$ cat src/rtl/uart_pkg.sv
// Shared UART receiver types and constants.
package uart_pkg;

    localparam int DATA_BITS        = 8;
    localparam int DEFAULT_CLK_FREQ = 100_000_000;
    localparam int DEFAULT_BAUD     = 9600;

    // Receiver FSM states.
    typedef enum logic [2:0] {
        IDLE      = 3'd0,
        START     = 3'd1,
        DATA      = 3'd2,
        STOP      = 3'd3,
        WAIT_HIGH = 3'd4
    } rx_state_e;

endpackage

$ cat src/rtl/uart_rx_if.sv
// Serial line input and received-byte outputs of the UART receiver.
//
// Handshake: there is no ready path. done is a one-cycle strobe that marks
// data_out as holding a newly received byte, and data_out stays stable until
// the next done. frame_err is a one-cycle strobe that reports a bad stop bit.
// done and frame_err are never high in the same cycle. state_dbg mirrors the
// receiver FSM state for observation only.
interface uart_rx_if;
    import uart_pkg::*;

    logic                 rx;
    logic [DATA_BITS-1:0] data_out;
    logic                 done;
    logic                 busy;
    logic                 frame_err;
    rx_state_e            state_dbg;

    // Line driver / byte consumer side.
    modport master (
        output rx,
        input  data_out, done, busy, frame_err, state_dbg
    );

    // Receiver side.
    modport slave (
        input  rx,
        output data_out, done, busy, frame_err, state_dbg
    );
endinterface

$ cat src/rtl/uart_sync.sv
// Two-flop synchronizer for the asynchronous serial line. Flops reset to 1
// so that a line in reset never looks like a start bit.
module uart_sync (
    input  logic clk,
    input  logic rst,
    input  logic d_i,
    output logic q_o
);

    logic ff1_q;
    logic ff2_q;

    // Shift the raw line through two flops.
    always_ff @(posedge clk or negedge rst) begin
        if (!rst) begin
            ff1_q <= 1'b1;
            ff2_q <= 1'b1;
        end else begin
            ff1_q <= d_i;
            ff2_q <= ff1_q;
        end
    end

    assign q_o = ff2_q;

endmodule

$ cat src/rtl/uart_rx.sv
// 8N1 UART receiver. A falling edge on the synchronized line starts a frame.
// The start bit is re-checked at its middle, and each data bit and the stop
// bit are sampled once per bit period after that. The FSM returns to IDLE at
// mid-stop, which allows a following start edge to arrive right at the
// nominal end of the stop bit.
module uart_rx
    import uart_pkg::*;
#(
    parameter int CLK_FREQ     = DEFAULT_CLK_FREQ,
    parameter int BAUD         = DEFAULT_BAUD,
    parameter int COUNT_CYCLES = CLK_FREQ / BAUD
) (
    input  logic      clk,
    input  logic      rst,
    uart_rx_if.slave  bus
);

    localparam int CW = $clog2(COUNT_CYCLES) + 1;

    // The counter is loaded with N-1 and expires at 0, so a load lasts N clocks.
    localparam logic [CW-1:0] HALF_LOAD = CW'(COUNT_CYCLES / 2 - 1);
    localparam logic [CW-1:0] FULL_LOAD = CW'(COUNT_CYCLES - 1);
    localparam logic [2:0]    LAST_BIT  = 3'(DATA_BITS - 1);

    logic                 rx_s;
    rx_state_e            state_q;
    logic [CW-1:0]        cnt_q;
    logic [CW-1:0]        cnt_d;
    logic                 cnt_done;
    logic [2:0]           bit_idx_q;
    logic [DATA_BITS-1:0] shift_q;
    logic [DATA_BITS-1:0] data_q;
    logic                 done_q;
    logic                 busy_q;
    logic                 ferr_q;

    uart_sync u_sync (
        .clk (clk),
        .rst (rst),
        .d_i (bus.rx),
        .q_o (rx_s)
    );

    assign cnt_done = (cnt_q == '0);
    assign cnt_d    = cnt_q - CW'(1);

    // Receiver FSM. The line is only looked at on counter expiry outside
    // IDLE and WAIT_HIGH. All outputs are registered here.
    always_ff @(posedge clk or negedge rst) begin
        if (!rst) begin
            state_q   <= IDLE;
            cnt_q     <= '0;
            bit_idx_q <= '0;
            shift_q   <= '0;
            data_q    <= '0;
            done_q    <= 1'b0;
            busy_q    <= 1'b0;
            ferr_q    <= 1'b0;
        end else begin
            done_q <= 1'b0;
            ferr_q <= 1'b0;
            case (state_q)
                IDLE: begin
                    if (!rx_s) begin
                        state_q <= START;
                        cnt_q   <= HALF_LOAD;
                        busy_q  <= 1'b1;
                    end
                end
                START: begin
                    if (!cnt_done) begin
                        cnt_q <= cnt_d;
                    end else if (!rx_s) begin
                        state_q   <= DATA;
                        cnt_q     <= FULL_LOAD;
                        bit_idx_q <= '0;
                    end else begin
                        // Line went high again: treat it as a glitch.
                        state_q <= IDLE;
                        busy_q  <= 1'b0;
                    end
                end
                DATA: begin
                    if (!cnt_done) begin
                        cnt_q <= cnt_d;
                    end else begin
                        shift_q <= {rx_s, shift_q[DATA_BITS-1:1]};
                        cnt_q   <= FULL_LOAD;
                        if (bit_idx_q == LAST_BIT) begin
                            state_q <= STOP;
                        end else begin
                            bit_idx_q <= bit_idx_q + 3'd1;
                        end
                    end
                end
                STOP: begin
                    if (!cnt_done) begin
                        cnt_q <= cnt_d;
                    end else if (rx_s) begin
                        data_q  <= shift_q;
                        done_q  <= 1'b1;
                        state_q <= IDLE;
                        busy_q  <= 1'b0;
                    end else begin
                        // Bad stop bit: keep the old byte and wait out the low line.
                        ferr_q  <= 1'b1;
                        state_q <= WAIT_HIGH;
                    end
                end
                WAIT_HIGH: begin
                    if (rx_s) begin
                        state_q <= IDLE;
                        busy_q  <= 1'b0;
                    end
                end
                default: begin
                    state_q <= IDLE;
                    busy_q  <= 1'b0;
                end
            endcase
        end
    end

    assign bus.data_out  = data_q;
    assign bus.done      = done_q;
    assign bus.busy      = busy_q;
    assign bus.frame_err = ferr_q;
    assign bus.state_dbg = state_q;

endmodule
$ cat src/flat_wrapper.sv
// flat-port wrapper written by rule: the top's interface ports become plain ports
module uart_rx_flat import uart_pkg::*;
#(
    parameter int CLK_FREQ     = DEFAULT_CLK_FREQ,
    parameter int BAUD         = DEFAULT_BAUD,
    parameter int COUNT_CYCLES = CLK_FREQ / BAUD
)
  (clk, rst, bus_rx, bus_data_out, bus_done, bus_busy, bus_frame_err, bus_state_dbg);
  uart_rx_if bus_i ();
  input  logic clk;
  input  logic rst;
  input wire logic [$bits(bus_i.rx)-1:0] bus_rx;
  output wire logic [$bits(bus_i.data_out)-1:0] bus_data_out;
  output wire logic [$bits(bus_i.done)-1:0] bus_done;
  output wire logic [$bits(bus_i.busy)-1:0] bus_busy;
  output wire logic [$bits(bus_i.frame_err)-1:0] bus_frame_err;
  output wire logic [$bits(bus_i.state_dbg)-1:0] bus_state_dbg;
  assign bus_i.rx = bus_rx;
  assign bus_data_out = bus_i.data_out;
  assign bus_done = bus_i.done;
  assign bus_busy = bus_i.busy;
  assign bus_frame_err = bus_i.frame_err;
  assign bus_state_dbg = bus_i.state_dbg;
  uart_rx #(.CLK_FREQ(CLK_FREQ), .BAUD(BAUD), .COUNT_CYCLES(COUNT_CYCLES)) u_core (.clk(clk), .rst(rst), .bus(bus_i));
endmodule
$ cat config.mk
export PLATFORM = sky130hd
export DESIGN_NAME = uart_rx_flat
export DESIGN_NICKNAME = d
export VERILOG_FILES = /design/src/rtl/uart_pkg.sv /design/src/rtl/uart_rx_if.sv /design/src/rtl/uart_sync.sv /design/src/rtl/uart_rx.sv /design/src/flat_wrapper.sv
export SDC_FILE = /design/constraint.sdc
export NUM_CORES = 1
export LEC_CHECK = 0
export CAP_MARGIN = 20
export CELL_PAD_IN_SITES_DETAIL_PLACEMENT = 1
export CELL_PAD_IN_SITES_GLOBAL_PLACEMENT = 2
export CORE_MARGIN = 10
export CORE_UTILIZATION = 41
export CTS_CLUSTER_DIAMETER = 30
export DETAILED_ROUTE_END_ITERATION = 7
export PLACE_DENSITY = 0.91
export SLEW_MARGIN = 20
export SYNTH_ARGS = -nofsm -noshare
export SYNTH_HDL_FRONTEND = slang
export SYNTH_SLANG_ARGS = --single-unit
$ cat constraint.sdc
create_clock -name clk -period 3.5 [get_ports clk]
set_input_delay 0.7 -clock clk [delete_from_list [all_inputs] [get_ports clk]]
set_output_delay 0.7 -clock clk [all_outputs]
set_load 0.005 [all_outputs]
==> results of run 1 <==
[logic make-up after synthesis]
group | after synthesis | share of synthesized area
buffers and inverters | 15 | 0.0286
AOI/OAI and AO/OA | 54 | 0.176
adders and majority gates | 5 | 0.0280
and+or+nand+nor | 61 | 0.173
DFF | 42 | 0.491
muxes | 19 | 0.100
xor gates and xnor gates | 1 | 0.00408
[synthesized netlist by cell type, types with 2 or more instances]
cell / instances
mux2i_1: 2
nor3_1: 6
o21ai_0: 9
a22o_1: 5
inv_1: 9
nor2b_1: 3
a211oi_1: 2
nor4_4: 2
clkbuf_1: 4
and2_1: 3
a31oi_1: 3
nor3b_1: 3
ha_1: 4
or3_1: 2
o22a_1: 4
dfrtp_1: 40
nand2_1: 12
mux2_2: 16
a21o_1: 2
a21oi_1: 12
dfstp_2: 2
nor2_1: 17
or4_1: 2
nand3_1: 5
o31ai_1: 4
[layer usage]
metal | wire length (µm) | up-vias | global-route usage
met3 | 205 | 4 | 0.0347
met2 | 2530 | 17 | 0.209
met4 | 53 | 0 | 0.0347
li1 | - | 770 | -
met5 | 0 | - | 0
met1 | 2360 | 815 | 0.160
[area by class of cell]
type	count	area share
clock buffer	6	0.0293
clock inverter	2	0.0151
inverter	9	0.0136
multi-input combinational	140	0.416
sequential	42	0.425
tap	70	0.0353
timing repair buffer	17	0.0656
[worst max-delay path: stages (launching register included)]
cell and delay, ps:
dfrtp_1 450, inv_1 110, ha_1 180, nor2b_1 280, and4_1 430, nand3_4 160, a311o_1 420, mux2_4 320
[sequential cells by signal (all words and copies together), names as in the netlist]
register / count
u_core.bit_idx_q: 3
u_core.bus.busy: 1
u_core.bus.data_out: 8
u_core.bus.done: 1
u_core.bus.frame_err: 1
u_core.bus.state_dbg: 3
u_core.cnt_q: 15
u_core.shift_q: 8
u_core.u_sync.ff1_q: 1
u_core.u_sync.q_o: 1
[final timing paths]
path,startpoint,end,slack (ps)
setup / recovery,u_core.cnt_q[0]$_DFFE_PN0P_,u_core.bit_idx_q[0]$_DFFE_PN0P_,1040
max in group asynchronous,rst,u_core.bus.data_out[0]$_DFFE_PN0P_,2350
min in group asynchronous,rst,u_core.cnt_q[0]$_DFFE_PN0P_,530
hold / removal,u_core.u_sync.ff1_q$_DFF_PN1_,u_core.u_sync.q_o$_DFF_PN1_,360
hold reg to reg,u_core.u_sync.ff1_q$_DFF_PN1_,u_core.u_sync.q_o$_DFF_PN1_,360
setup reg to reg,u_core.cnt_q[0]$_DFFE_PN0P_,u_core.bit_idx_q[0]$_DFFE_PN0P_,1040
[placed cells by master, fill, tap and decap left out, types with 4 or more instances in the layout]
master | synthesis | final
clkbuf_8 | 0 | 5
a21oi_1 | 12 | 12
inv_1 | 9 | 9
nand3_1 | 5 | 5
o21ai_0 | 9 | 9
ha_1 | 4 | 4
o31ai_1 | 4 | 4
nand2_1 | 12 | 12
clkdlybuf4s50_1 | 0 | 15
a22o_1 | 5 | 5
o22a_1 | 4 | 4
mux2_2 | 16 | 16
dfrtp_1 | 40 | 40
nor2_1 | 17 | 17
nor3_1 | 6 | 6
[metrics by stage]
stage / std cells / total power (µW)
final: 286 / 887
after global routing: 286 / 920
after CTS: 286 / 897
after detailed placement: 278 / 512
after global placement: 278 / 511
after floorplan: 197 / 499
[where the power goes]
group / internal, µW / switching (µW) / leakage (µW)
registers: 487 / 1.58 / 0.000539
logic: 1.88 / 10.6 / 0.000478
clock network: 213 / 173 / 0.0000514
==> flow_metrics.env, run 1 <==
export IMPL_status="finished clean"
export IMPL_grt_setup_unrepaired="false"
export IMPL_synth_top_area_share=0.466
export IMPL_drc=0
export IMPL_grt_pass1_wl_um=8870
export IMPL_ir_drop_uv=230
export IMPL_holdBufCountCts=0
export IMPL_cts_made_buffers=5
export IMPL_multi_input_area_mm2=0.00103
export IMPL_hold_violations=0
export IMPL_synth_fp_nets=204
export IMPL_synth_distinct_cells=49
export IMPL_die_area_mm2=0.00853
export IMPL_wl_per_cell_um=18.0
export IMPL_cts_tree="done"
export IMPL_synth_area_leaders="dfrtp_1 (47%), mux2_2 (8.4%), nor2_1 (3.0%), a21oi_1 (2.8%), dfstp_2 (2.4%)"
export IMPL_areaGrowthSynthToFinish_pct=15.5
export IMPL_hold_ws_ps=360
export IMPL_synthFlopType="dfrtp_1"
export IMPL_dr_first_iter_drc_count=71
export IMPL_syn_area_per_cell_um2=10.9
export IMPL_max_freq_ghz=0.406
export IMPL_n_fill_cell=561
export IMPL_clock_skew_ps=6.68
export IMPL_synth_async_sr_flop_share=1.00
export IMPL_dpl_hpwl_um=3760
export IMPL_period_share=0.704
export IMPL_ant_nets=0
export IMPL_place_area_mm2=0.00237
export IMPL_timing_final_ws_setup_ps=1040
export IMPL_root_buffer="clkbuf_8"
export IMPL_tns_ps=0
export IMPL_yosysSeqAreaShare=0.491
export IMPL_netlist_area_mm2=0.00215
export IMPL_syn_inst=197
export IMPL_cts_setup_buffers=0
export IMPL_clock_path_buffers=2
export IMPL_hold_path_depth=0
export IMPL_leakage_uw=0.00107
export IMPL_reg2reg_depth=7
export IMPL_vias_per_cell=5.62
export IMPL_gr_total_overflow=0
export IMPL_cts_resized=0
export IMPL_tightest_slew_ps=960
export IMPL_grt_pass1_vias=1717
export IMPL_place_gp_congestion=0.838
export IMPL_start_kind="flop"
export IMPL_std_cell_rows=26
export IMPL_core_area_mm2=0.00511
export IMPL_yosys_warnings=0
export IMPL_io_pins=17
export IMPL_die_y_um=92.3
export IMPL_path_class="flop to flop"
export IMPL_cts_sinks=42
export IMPL_utilization=0.485
export IMPL_grt_antenna_before_repair=0
export IMPL_fin_nets=222
export IMPL_grt_max_degree=43
export IMPL_drtPass1Iterations=4
export IMPL_start_util=0.420
export IMPL_port_buffers=16
export IMPL_grt_usage=0.127
export IMPL_hold_class="flop to flop"
export IMPL_setup_viol=0
export IMPL_clock_latency_ps=290
export IMPL_end_kind="flop"
export IMPL_required_ps=3680
export IMPL_place_worst_setup_slack_ps=1060
export IMPL_drive_above_1_share=0.162
export IMPL_synth_edf_count=0
export IMPL_min_period_ps=2460
export IMPL_slew_violations=0
export IMPL_drv_cap=0
export IMPL_fp_dieW_um=92.3
export IMPL_synth_seq_cells=42
export IMPL_p_per_area_mw_per_mm2=358
export IMPL_clk_pin_slew_ps=80
export IMPL_wl_um=5150
export IMPL_maxSlewHeadroom=0.360
export IMPL_cts_htree_levels=2
export IMPL_critical_path_max_fanout=7
export IMPL_via_count=1606
export IMPL_seqCellArea_mm2=0.00105
export IMPL_fin_area_mm2=0.00248
export IMPL_synth_largest_area_cell="dfrtp_1"
export IMPL_arrival_ps=2650
export IMPL_n_antenna_cell=0
Power figures use the tool's default switching activity.
==> inputs of run 2 (changes only) <==
--- a/config.mk
+++ b/config.mk
@@ -9,10 +9,10 @@
 export CELL_PAD_IN_SITES_DETAIL_PLACEMENT = 1
 export CELL_PAD_IN_SITES_GLOBAL_PLACEMENT = 2
 export CORE_MARGIN = 10
-export CORE_UTILIZATION = 41
+export CORE_UTILIZATION = 34
 export CTS_CLUSTER_DIAMETER = 30
 export DETAILED_ROUTE_END_ITERATION = 7
-export PLACE_DENSITY = 0.91
+export PLACE_DENSITY = 0.82
 export SLEW_MARGIN = 20
 export SYNTH_ARGS = -nofsm -noshare
 export SYNTH_HDL_FRONTEND = slang
==> constraint.sdc (replaced) <==
create_clock -name clk -period 2.2 [get_ports clk]
set_input_delay 0.44 -clock clk [delete_from_list [all_inputs] [get_ports clk]]
set_output_delay 0.44 -clock clk [all_outputs]
set_load 0.005 [all_outputs]
==> flow_metrics.env, run 2 (synthesis results as in run 1) <==
export IMPL_status="finished clean"
export IMPL_p_per_area_mw_per_mm2=497
export IMPL_grt_antenna_before_repair=0
export IMPL_cp_num_buf_inv=0
export IMPL_vias_per_cell=5.40
export IMPL_die_area_mm2=0.00989
export IMPL_core_area_mm2=0.00603
export IMPL_std_cell_rows=28
export IMPL_tns_ps=0
export IMPL_maxSlewHeadroom=0.516
export IMPL_setup_viol=0
export IMPL_final_common_cell="dfrtp_1"
export IMPL_largest_reg_flops=15
export IMPL_drc=0
export IMPL_ant_nets=0
export IMPL_fin_nets=243
export IMPL_required_ps=2430
export IMPL_grt_pass1_wl_um=9300
export IMPL_cts_made_buffers=5
export IMPL_via_count=1685
export IMPL_top_register="u_core.cnt_q"
export IMPL_critPathSlowestCell="or4_1"
export IMPL_final_cell_mix="dfrtp_1 (40), buf_4 (21), nor2_1 (17)"
export IMPL_dpl_hpwl_um=4030
export IMPL_start_util=0.356
export IMPL_critical_path_max_fanout=5
export IMPL_cp_cell_sequence="or4_1 > nor4b_2 > nand2_1 > o31a_1 > o21ai_1"
export IMPL_cts_tree="done"
export IMPL_areaGrowthSynthToFinish_pct=23.1
export IMPL_grt_pass1_vias=1830
export IMPL_ir_drop_uv=309
export IMPL_io_pins=17
export IMPL_fp_dieW_um=99.4
export IMPL_clock_latency_ps=300
export IMPL_path_class="flop to flop"
export IMPL_end_kind="flop"
export IMPL_grt_setup_unrepaired="false"
export IMPL_cts_htree_levels=2
export IMPL_die_y_um=99.4
export IMPL_gr_total_overflow=0
export IMPL_tightest_slew_ps=718
export IMPL_arrival_ps=2280
export IMPL_dr_first_iter_drc_count=48
export IMPL_clock_path_buffers=2
export IMPL_drtPass1Iterations=4
export IMPL_max_freq_ghz=0.488
export IMPL_start_kind="flop"
export IMPL_max_stage_delay_ps=690
export IMPL_clk_pin_slew_ps=90
export IMPL_grt_max_degree=43
export IMPL_r2r_start="u_core.cnt_q[9]$_DFFE_PN0P_"
export IMPL_min_period_ps=2050
export IMPL_crit_family="simple AND/OR/NAND/NOR gates"
export IMPL_hold_class="input pin to async pin"
export IMPL_hold_violations=0
export IMPL_drive_above_1_share=0.249
export IMPL_holdBufCountCts=0
export IMPL_cp_startpoint="u_core.cnt_q[9]$_DFFE_PN0P_"
export IMPL_place_gp_congestion=0.777
export IMPL_instances_no_fill=312
export IMPL_wl_um=5410
export IMPL_root_buffer="clkbuf_8"
export IMPL_leakage_uw=0.00117
export IMPL_grt_usage=0.114
export IMPL_drv_cap=0
export IMPL_period_share=0.932
export IMPL_wl_per_cell_um=17.3
export IMPL_n_antenna_cell=0
export IMPL_placedCellCount=304
export IMPL_cts_sinks=42
export IMPL_clock_skew_ps=4.11
export IMPL_slew_violations=0
export IMPL_port_buffers=16
-- run 2: cell count changes in the layout (fill, tap and decap cells not counted), sizes merged --
cell    delta
clkbuf     -1
buf       +21
bufinv     -1
clkinv     +2
-- run 2: where the power goes --
part / internal, µW / leakage [µW] / total [µW] / switching [µW]
sequential: 775 / 0.000539 / 777 / 2.45
clock: 223 / 0.0000441 / 515 / 291
combinational: 4.13 / 0.000585 / 21.4 / 17.3
-- run 2: path summary, 6_finish.rpt --
kind                                                end  slack (ps)  cells after the start
min in group clk            u_core.u_sync.q_o$_DFF_PN1_         360                      0
min reg2reg                 u_core.u_sync.q_o$_DFF_PN1_         360                      0
min                         u_core.cnt_q[7]$_DFFE_PN0P_         210                      2
max                        u_core.cnt_q[13]$_DFFE_PN0P_         150                      5
max reg2reg                u_core.cnt_q[13]$_DFFE_PN0P_         150                      5
max in group asynchronous   u_core.u_sync.q_o$_DFF_PN1_        1620                      2
-- run 2: per-layer routing --
layer / vias to the layer above / wire [µm] / track usage
met3: 7 / 230 / 0.0360
met2: 19 / 2600 / 0.187
met1: 847 / 2510 / 0.140
met4: 0 / 64 / 0.0342
met5: - / 0 / 0
li1: 812 / - / -
-- run 2: final cells by class --
type	count	area, µm²
clock buffers	5	68.8
clock inverters	3	21.3
fillers	669	3380
inverters	9	33.8
multi-input cells	140	1040
flip-flops and latches	42	1050
well taps	75	93.8
repair buffers	38	333
-- run 2: through the flow --
step	cell area [µm²]	hold slack [ps]	power, µW	util	setup WS, ps
after floorplan	2150	144	795	-	104
after CTS	2640	220	1340	0.437	80.3
after detailed placement	2540	348	816	0.422	115
after global routing	2640	254	1370	0.439	27.4
final	2640	208	1310	0.439	149
after global placement	2540	347	815	0.422	124
-- run 2: timing repair --
| action | CTS | global route |
|---|---|---|
| buffers inserted | 0 | 0 |
| gates resized for setup | 0 | 2 |
| endpoints found under the setup margin | 0 | 13 |
==> inputs of run 3 (changes only) <==
--- a/config.mk
+++ b/config.mk
@@ -13,6 +13,7 @@
 export CTS_CLUSTER_DIAMETER = 30
 export DETAILED_ROUTE_END_ITERATION = 7
 export PLACE_DENSITY = 0.82
+export SKIP_CTS_REPAIR_TIMING = 1
 export SLEW_MARGIN = 20
 export SYNTH_ARGS = -nofsm -noshare
 export SYNTH_HDL_FRONTEND = slang
==> results of run 3 <==
Final layout, timing and power as in run 2 (identical DEF).
